==> src/rtl/fetch_wf_arbiter_pkg.sv <==
`default_nettype none
// ============================================================================
// Module      : fetch_wf_arbiter_pkg
// Description : Shared fetch-stage constants and wavefront-ID types. These are
//               also used by the one-hot wavefront decoder, the instruction
//               buffer and the wave-pool logic.
// Contents    : FETCH_NUM_WF  - number of wavefront slots
//               FETCH_WF_ID_W - width of a wavefront ID
//               wf_id_t       - wavefront ID type
//               wf_mask_t     - per-wavefront bit mask type
// Revision    : 1.0 - initial release
// ============================================================================
package fetch_wf_arbiter_pkg;

    localparam int FETCH_NUM_WF  = 40;
    localparam int FETCH_WF_ID_W = 6;

    typedef logic [FETCH_WF_ID_W-1:0] wf_id_t;
    typedef logic [FETCH_NUM_WF-1:0]  wf_mask_t;

endpackage : fetch_wf_arbiter_pkg
`default_nettype wire

==> src/rtl/fetch_wf_arbiter_rr_pick.sv <==
`default_nettype none
// ============================================================================
// Module      : fetch_rr_pick
// Description : Combinational round-robin picker. Rotates the eligibility
//               mask so that rr_ptr lands at bit 0, finds the lowest set bit,
//               then maps that position back to a wavefront ID. The wrap is at
//               NUM_WF, not at 2^WF_ID_W.
// Ports       : elig     in  NUM_WF   eligible wavefronts
//               rr_ptr   in  WF_ID_W  search start position (< NUM_WF)
//               winner   out WF_ID_W  selected wavefront ID
//               any_elig out 1        at least one wavefront eligible
// Revision    : 1.0 - initial release
// ============================================================================
module fetch_rr_pick
    import fetch_wf_arbiter_pkg::*;
#(
    parameter int NUM_WF  = FETCH_NUM_WF,
    parameter int WF_ID_W = FETCH_WF_ID_W
) (
    input  logic [NUM_WF-1:0]  elig,
    input  logic [WF_ID_W-1:0] rr_ptr,
    output logic [WF_ID_W-1:0] winner,
    output logic               any_elig
);

    logic [NUM_WF-1:0]  rot;
    logic [WF_ID_W-1:0] rot_idx;
    logic [WF_ID_W:0]   sum;

    // Rotate right by rr_ptr within an NUM_WF-wide ring; the left-shift term
    // brings the bits below rr_ptr around to the top.
    assign rot = (elig >> rr_ptr) | (elig << (NUM_WF - int'(rr_ptr)));

    // Lowest set bit wins (loop runs high to low so the last hit is lowest).
    always_comb begin
        rot_idx = '0;
        for (int i = NUM_WF - 1; i >= 0; i--) begin
            if (rot[i]) begin
                rot_idx = WF_ID_W'(i);
            end
        end
    end

    // Un-rotate: add the pointer back, folding modulo NUM_WF. One extra bit
    // holds the carry since rot_idx + rr_ptr can reach 2*NUM_WF-2.
    assign sum    = {1'b0, rot_idx} + {1'b0, rr_ptr};
    assign winner = (sum >= (WF_ID_W+1)'(NUM_WF))
                  ? WF_ID_W'(sum - (WF_ID_W+1)'(NUM_WF))
                  : WF_ID_W'(sum);

    assign any_elig = |elig;

endmodule : fetch_rr_pick
`default_nettype wire

==> src/rtl/fetch_wf_arbiter.sv <==
`default_nettype none
// ============================================================================
// Module      : fetch_wf_arbiter
// Description : Round-robin fetch-stage wavefront arbiter. Presents a
//               registered wavefront ID with a valid/ready handshake, never
//               retracts a presented grant, and keeps an outstanding mask so a
//               wavefront is not granted again until its fetch completes.
// Ports       : clk             in  1        rising-edge clock
//               rst_n           in  1        asynchronous active-low reset
//               fetch_req       in  NUM_WF   per-wavefront fetch request
//               fetch_ready     in  1        downstream accepts fetch_wfid
//               fetch_done      in  1        a granted fetch completed
//               fetch_done_wfid in  WF_ID_W  ID of the completed fetch
//               fetch_valid     out 1        fetch_wfid holds a valid grant
//               fetch_wfid      out WF_ID_W  granted wavefront ID
//               outstanding     out NUM_WF   fetch-in-flight mask
// Revision    : 1.0 - initial release
// ============================================================================
module fetch_wf_arbiter
    import fetch_wf_arbiter_pkg::*;
#(
    parameter int NUM_WF  = FETCH_NUM_WF,
    parameter int WF_ID_W = FETCH_WF_ID_W
) (
    input  logic               clk,
    input  logic               rst_n,
    input  logic [NUM_WF-1:0]  fetch_req,
    input  logic               fetch_ready,
    input  logic               fetch_done,
    input  logic [WF_ID_W-1:0] fetch_done_wfid,
    output logic               fetch_valid,
    output logic [WF_ID_W-1:0] fetch_wfid,
    output logic [NUM_WF-1:0]  outstanding
);

    logic               acc;
    logic               load;
    logic [NUM_WF-1:0]  grant_oh;
    logic [NUM_WF-1:0]  done_oh;
    logic [NUM_WF-1:0]  set_mask;
    logic [NUM_WF-1:0]  clr_mask;
    logic [NUM_WF-1:0]  elig;
    logic [WF_ID_W-1:0] rr_ptr;
    logic [WF_ID_W-1:0] winner;
    logic               any_elig;

    assign acc  = fetch_valid & fetch_ready;
    assign load = ~fetch_valid | fetch_ready;

    // One-hot decodes. IDs >= NUM_WF match no bit, so an out-of-range
    // fetch_done_wfid is dropped without an explicit range check.
    always_comb begin
        grant_oh = '0;
        done_oh  = '0;
        for (int i = 0; i < NUM_WF; i++) begin
            grant_oh[i] = (fetch_wfid == WF_ID_W'(i));
            done_oh[i]  = (fetch_done_wfid == WF_ID_W'(i));
        end
    end

    assign set_mask = acc        ? grant_oh : '0;
    assign clr_mask = fetch_done ? done_oh  : '0;

    // The wavefront being accepted this cycle is not yet in outstanding, so
    // it is masked explicitly to keep it from being re-granted at the same
    // edge. A completion this cycle is still seen as outstanding here.
    assign elig = fetch_req & ~outstanding & ~set_mask;

    fetch_rr_pick #(
        .NUM_WF  (NUM_WF),
        .WF_ID_W (WF_ID_W)
    ) u_pick (
        .elig     (elig),
        .rr_ptr   (rr_ptr),
        .winner   (winner),
        .any_elig (any_elig)
    );

    always_ff @(posedge clk or negedge rst_n) begin
        if (!rst_n) begin
            fetch_valid <= 1'b0;
            fetch_wfid  <= '0;
            outstanding <= '0;
            rr_ptr      <= '0;
        end else begin
            if (load) begin
                fetch_valid <= any_elig;
                if (any_elig) begin
                    fetch_wfid <= winner;
                end
            end

            // Clear applied first so a same-ID set takes precedence.
            outstanding <= (outstanding & ~clr_mask) | set_mask;

            if (acc) begin
                rr_ptr <= (fetch_wfid == WF_ID_W'(NUM_WF - 1))
                        ? '0 : fetch_wfid + 1'b1;
            end
        end
    end

endmodule : fetch_wf_arbiter
`default_nettype wire
==> config.mk <==
export PLATFORM = sky130hd
export DESIGN_NAME = fetch_wf_arbiter
export DESIGN_NICKNAME = d
export VERILOG_FILES = /design/src/rtl/fetch_wf_arbiter_pkg.sv /design/src/rtl/fetch_wf_arbiter_rr_pick.sv /design/src/rtl/fetch_wf_arbiter.sv
export SDC_FILE = /design/constraint.sdc
export NUM_CORES = 1
export LEC_CHECK = 0
export BUFFER_PORTS_ARGS = -buffer_cell sky130_fd_sc_hd__buf_2
export CAP_MARGIN = 20
export CORE_ASPECT_RATIO = 1.75
export CORE_MARGIN = 2
export CORE_UTILIZATION = 45
export CTS_CLUSTER_SIZE = 24
export DETAILED_ROUTE_END_ITERATION = 7
export PLACE_DENSITY = 0.61
export SLEW_MARGIN = 15
export SYNTH_ARGS = -nofsm -noshare
export SYNTH_HDL_FRONTEND = slang
export SYNTH_SLANG_ARGS = --single-unit
export TNS_END_PERCENT = 5
==> constraint.sdc <==
create_clock -name clk -period 8.79 [get_ports clk]
set_input_delay 1.758 -clock clk [delete_from_list [all_inputs] [get_ports clk]]
set_output_delay 1.758 -clock clk [all_outputs]
set_load 0.1 [all_outputs]
Yosys cells after proc, flatten, opt, wreduce, memory -nomap -nowiden
Cells that the tools add are included.

storage, ports and cells
  flip-flop bits (word level) = 53
  output and inout bits = 47
  input bits = 50
  word-level logic and storage cells = 148

operators by class
  reduce and logical (&&, ||, !) cells = 4
  bitwise operators = 11
  $lt $le $gt $ge = 1
  add/sub/neg operators = 4
  equality and inequality tests = 78
  multiplexer cells = 44
  shift-type cells = 2

operator list
  kind                                                                                  number
  6-bit two-way mux                                                                     42
  6-bit by 5-bit equality test with 1-bit output (second input constant)                32
  40-bit bitwise AND                                                                    3
  40-bit NOT                                                                            3
  6-bit by 4-bit equality test with 1-bit output (second input constant)                16
  6-bit equality test (second input constant)                                           16
  40-bit two-way mux                                                                    2
  40-bit bitwise OR                                                                     2
  6-bit by 3-bit equality test with 1-bit output (second input constant)                8
  40-bit OR reduction                                                                   1
  40-bit by 32-bit left shift with 40-bit output                                        1
  40-bit by 6-bit >> shifter with 40-bit output                                         1
  6-bit by 2-bit equality test with 1-bit output (second input constant)                4
  6-bit by 1-bit equality test with 1-bit output (second input constant)                2
  6-bit zero test                                                                       2
  6-bit by 6-bit adder with 7-bit output                                                1
  7-bit by 6-bit greater-or-equal comparator with 1-bit output (second input constant)  1
  6-bit by 6-bit subtractor with 7-bit output (first input constant)                    1
  6-bit by 1-bit adder with 6-bit output (second input constant)                        1
  6-bit subtractor (second input constant)                                              1
  2-bit AND reduction                                                                   1
  1-bit bitwise AND                                                                     1
  1-bit NOT                                                                             1
  1-bit bitwise OR                                                                      1

Depth between registers and ports, before layout
  depth in word-level cells = 49
  depth in mapped cells = 32

Modules after synthesis
From an unflattened synthesis, not the netlist that was laid out.

second synthesis, totals
  cells, all modules = 1061
  area, all modules = 9303.9 µm²

by module, submodules not included
  module            sequential area each (µm²)  times used  cells each  area each (µm²)
  fetch_rr_pick     0.0                         1           749         6332.3
  fetch_wf_arbiter  1326.3                      1           312         2971.6

Worst setup path before layout
Ideal clock, no wire load.

  kind = input to register
  start point = in fetch_ready
  end point = reg fetch_wfid[4]
  arrival time = 6652 ps
  setup time = 78 ps
  setup slack = 2060 ps
  data required time = 8712 ps
  stages on the path = 24
  cells stage by stage = buf_4 -> nor4bb_4 -> buf_6 -> buf_8 -> a21o_4 -> mux2i_2 -> a22o_1 -> mux4_2 -> a2111oi_4 -> o211a_1 -> nand4_1 -> o22ai_2 -> o211ai_2 -> a211o_1 -> fa_1 -> inv_1 -> a21oi_1 -> o21bai_1 -> xnor2_1 -> ha_1 -> nand2_1 -> a221oi_1 -> mux2_2 -> a21oi_1

between the ends
  longest elaborated chain between the ends = 49
  elaborated cells between the ends (all ways) = 54
  classes of those cells = add/sub (2); order compare (1); shift (2); mux (42); bitwise (5); reduce/logical (2)

RTL lines
  element                                                                                                          line                                                            text
  start, declared                                                                                                  fetch_wf_arbiter.sv:28                                          input logic fetch_ready,
  1-bit bitwise AND                                                                                                fetch_wf_arbiter.sv:47                                          assign acc = fetch_valid & fetch_ready;
  40-bit two-way mux                                                                                               fetch_wf_arbiter.sv:61                                          assign set_mask = acc ? grant_oh : '0;
  40-bit NOT                                                                                                       fetch_wf_arbiter.sv:67                                          assign elig = fetch_req & ~outstanding & ~set_mask;
  40-bit bitwise AND                                                                                               fetch_wf_arbiter.sv:67
  40-bit by 32-bit left shift with 40-bit output or 40-bit by 6-bit >> shifter with 40-bit output (tied branches)  fetch_wf_arbiter_rr_pick.sv:32                                  assign rot = (elig >> rr_ptr) | (elig << (NUM_WF - int'(rr_ptr)));
  40-bit bitwise OR                                                                                                fetch_wf_arbiter_rr_pick.sv:32
  6-bit two-way mux (40 in a row)                                                                                  fetch_wf_arbiter_rr_pick.sv:38                                  if (rot[i]) begin
  6-bit by 6-bit adder with 7-bit output                                                                           fetch_wf_arbiter_rr_pick.sv:46                                  assign sum = {1'b0, rot_idx} + {1'b0, rr_ptr};
  6-bit subtractor or 7-bit by 6-bit greater-or-equal comparator with 1-bit output (tied branches)                 fetch_wf_arbiter_rr_pick.sv:48, fetch_wf_arbiter_rr_pick.sv:47
  6-bit two-way mux                                                                                                fetch_wf_arbiter_rr_pick.sv:48                                  ? WF_ID_W'(sum - (WF_ID_W+1)'(NUM_WF))
  end signal, assigned                                                                                             fetch_wf_arbiter.sv:89                                          fetch_wfid <= winner;
  end, declared                                                                                                    fetch_wf_arbiter.sv:32                                          output logic [WF_ID_W-1:0] fetch_wfid,

Several ways; a longest one is shown, not always the timed one.
A chain may end at the register's enable or synchronous reset.

Final worst setup path
  start point = reg fetch_wfid[0]
  end point = reg fetch_wfid[4]

between the ends
  longest elaborated chain between the ends = 49
  elaborated cells between the ends (all ways) = 92
  classes of those cells = add/sub (2); order compare (1); eq/ne (39); shift (2); mux (42); bitwise (3); reduce/logical (3)

RTL lines
  element                                                                                                          line                                                            text
  6-bit by 1-bit equality test with 1-bit output (tied with other cells)                                           fetch_wf_arbiter.sv:56                                          grant_oh[i] = (fetch_wfid == WF_ID_W'(i));
  40-bit two-way mux *                                                                                             fetch_wf_arbiter.sv:61
  40-bit NOT *                                                                                                     fetch_wf_arbiter.sv:67
  40-bit bitwise AND *                                                                                             fetch_wf_arbiter.sv:67
  40-bit by 32-bit left shift with 40-bit output or 40-bit by 6-bit >> shifter with 40-bit output (tied branches)  fetch_wf_arbiter_rr_pick.sv:32
  40-bit bitwise OR                                                                                                fetch_wf_arbiter_rr_pick.sv:32
  6-bit two-way mux (40 in a row)                                                                                  fetch_wf_arbiter_rr_pick.sv:38
  6-bit by 6-bit adder with 7-bit output                                                                           fetch_wf_arbiter_rr_pick.sv:46
  6-bit subtractor or 7-bit by 6-bit greater-or-equal comparator with 1-bit output (tied branches)                 fetch_wf_arbiter_rr_pick.sv:48, fetch_wf_arbiter_rr_pick.sv:47
  6-bit two-way mux                                                                                                fetch_wf_arbiter_rr_pick.sv:48

Every way passes the cells marked *; elsewhere a longest branch is shown, timed or not.

==> impl_metrics.tcl <==
set metrics [dict create \
    status "finished clean" \
    rr_endpoint "fetch_wfid[4]$_DFFE_PN0P_" \
    syn_nets 1284 \
    place_hpwl_um 43120 \
    yosys_warnings 0 \
    grt_pass1_vias 11550 \
    dieWidth_um 116.9 \
    drt_wl_total_um 57290 \
    rows 72 \
    maxCapViolations 0 \
    grt_antenna_before_repair 1 \
    cts_setup_buffers 0 \
    via_per_inst 7.664 \
    root_buffer "clkbuf_16" \
    ctsLongestPathBuffers 2 \
    hold_viol_final 0 \
    period_needed_ns 8.401 \
    clkLatencyLatePin_ns 0.31 \
    crit_required_ns 9.03 \
    syn_avg_cell_area_um2 8.228 \
    drc 0 \
    rsz0062_at_grt "false" \
    post_drt_wl_per_cell_um 36.56 \
    cp-end-kind "flip-flop" \
    startpoint "fetch_wfid[0]$_DFFE_PN0P_" \
    dieArea_mm2 0.02358 \
    cts.sinks 53 \
    grt_max_degree 61 \
    start_util 0.4570 \
    synthCells 1221 \
    grt-ovfl-total 0 \
    cts-buffers-inserted 5 \
    rr_worst_depth 22 \
    synth_ff_type "dfrtp_1" \
    rr_startpoint "fetch_wfid[0]$_DFFE_PN0P_" \
    whs_path_depth 2 \
    portBuffers 96 \
    holdBufCountCts 0 \
    finClkSkew_ns 0.006732 \
    num-fill-cells 2232 \
    setup_tns_ns 0 \
    period_share 0.9558 \
    via_count 12010 \
    crit_path_start_kind "flip-flop" \
    path_class "flip-flop to flip-flop" \
    hp-start "outstanding[37]$_DFF_PN0_" \
    grt_use_total 0.4934 \
    post_cts_resized 0 \
    drt_first_pass_iters 7 \
    ant_nets 0 \
    layout-drive-gt1-share 0.2157 \
    core_area_mm2 0.02198 \
    crit_fanout 13 \
    hold_path_class "flip-flop to flip-flop" \
    yosysUniqueCellTypes 103 \
    arrival_ns 8.64 \
    ios 97 \
    worstMarginPinSlew_ns 1.223 \
    max_slew_margin 0.1848 \
    finalNetCount 1332 \
    syn_area_mm2 0.01005 \
    grt_pass1_wl_um 83190 \
    h-tree-depth 2 \
    clk_pin_slew_ns 0.08 \
    ys_seq_area_frac 0.1320 \
    reg2reg_slack_ns 0.39 \
    cts_tree "built" \
    synth-edff-count 0 \
    synth_seq_cells 53 \
    async_flop_share 1.000 \
    max_freq_mhz 119.0 \
    place_congestion 1.088 \
    drt-initial-drc-count 1794 \
    synthToLayoutAreaGrowth_pct 8.967 \
    slew_violations 0 \
    setup_viol 0 \
    whs_endpoint "outstanding[37]$_DFF_PN0_" \
    die_h_um 201.7 \
]
==> synth_stat cells (all sizes together), types with 10 or more instances <==
master	count	area, um2
o21ai	150	769.5
nand2	88	330.3
mux2i	83	834.6
a21oi	64	331.6
buf	63	374.1
nor2	61	229.0
mux4	57	1284
dfrtp	53	1326
clkbuf	41	153.9
nor2b	40	250.2
o211ai	37	282.8
a21boi	32	240.2
nand3	26	130.1
nor3	24	125.1
a22oi	23	172.7
a211oi	22	182.7
a221oi	22	211.5
nand2b	18	112.6
inv	17	63.81
nand3b	14	105.1
mux2	13	146.4
a21o	12	97.59
ha	12	150.1
nand4	12	75.07
o221ai	12	105.1
a22o	10	87.58
o22ai	10	68.81
xnor2	10	87.58
==> per-stage QoR <==
step / setup WS [ns] / util / hold slack (ns) / instances / area (um2)
2_1_floorplan: 2.060 / - / 0.6465 / 1221 / 10050
3_3_place_gp: 0.5593 / 0.4894 / 0.5105 / 1556 / 10760
3_5_place_dp: 0.4984 / 0.4894 / 0.5252 / 1556 / 10760
4_1_cts: 0.8458 / 0.4971 / 0.5426 / 1564 / 10930
5_1_grt: 0.1554 / 0.4979 / 0.5781 / 1566 / 10940
6_report: 0.3888 / 0.4980 / 0.5387 / 1567 / 10950
==> layout by cell type, fill, tap and decap left out, types with 17 or more instances in the layout <==
master,n
o21ai_0,119
buf_2,97
nand2_1,88
mux2i_1,82
a21oi_1,61
nor2_1,61
mux4_2,57
dfrtp_1,52
buf_4,47
nor2b_1,40
o211ai_1,36
o21ai_1,26
nand3_1,26
nor3_1,23
a22oi_1,23
a211oi_1,20
a221oi_1,19
nand2b_1,18
a21boi_1,17
==> logic make-up (layout without fill, tap and decap cells) <==
logic type      count (synthesis)  after routing  synth area share
buf+inv                       122            171           0.05928
flops                          53             53            0.1320
simple gates                  357            357            0.1960
fa+ha+maj                      13             13           0.01694
mux                           153            153            0.2254
other cells                     0              1                 0
compound gates                509            509            0.3581
xor+xnor                       14             14           0.01220
==> state kept, by name, summed over array words and instances (netlist names) <==
name,cells
fetch_valid,1
outstanding,40
fetch_wfid,6
rr_ptr,6
==> worst max-delay path, cell delays in order (launching register included) <==
cell and delay, ns:
dfrtp_1 0.47, ha_1 0.54, nand3b_1 0.86, o21ai_1 0.91, mux2i_1 0.24, a21oi_1 0.62
mux2i_1 0.30, a221o_1 0.43, a211oi_1 0.90, nand4_1 0.20, o22ai_2 0.14, o211ai_2 0.12
a211o_1 0.33, fa_1 0.40, inv_1 0.07, a21oi_1 0.06, o21bai_1 0.20, xnor2_1 0.19
ha_1 0.24, nand2_1 0.06, a221oi_1 0.47, mux2_2 0.39, a21oi_1 0.14
==> per-layer routing <==
layer,global-route usage,up-vias,part of all wire
met5,0.01778,-,0.00084
met4,0.4378,2,0.12
met3,0.1771,366,0.11
met2,0.7417,965,0.45
met1,0.5302,5715,0.32
li1,-,4962,-
==> worst max-delay path by stage <==
| stage | endpoint | slack (ns) | depth (start not counted) |
|---|---|---|---|
| 6_report | fetch_wfid[4]$_DFFE_PN0P_ | 0.39 | 22 |
| 5_1_grt | fetch_wfid[4]$_DFFE_PN0P_ | 0.16 | 22 |
| 4_1_cts | fetch_wfid[4]$_DFFE_PN0P_ | 0.85 | 24 |
| 3_5_place_dp | fetch_wfid[4]$_DFFE_PN0P_ | 0.50 | 24 |
| 3_3_place_gp | fetch_wfid[4]$_DFFE_PN0P_ | 0.56 | 24 |
| 2_1_floorplan | fetch_wfid[4]$_DFFE_PN0P_ | 2.06 | 24 |
==> final cells by class <==
class / instances / area (um2) / area share
Multi-Input combinational cell: 1046 / 8152 / 0.7447
Sequential cell: 53 / 1328 / 0.1213
Timing Repair Buffer: 145 / 858.3 / 0.07841
Tap cell: 296 / 370.4 / 0.03383
Clock buffer: 5 / 125.1 / 0.01143
Inverter: 18 / 67.56 / 0.006172
Clock inverter: 3 / 43.79 / 0.004000
Antenna cell: 1 / 2.502 / 0.0002286
Power is left out: the tool's default activity adds up to more than one toggle a clock period on the data nets, which glitch-free logic cannot reach.
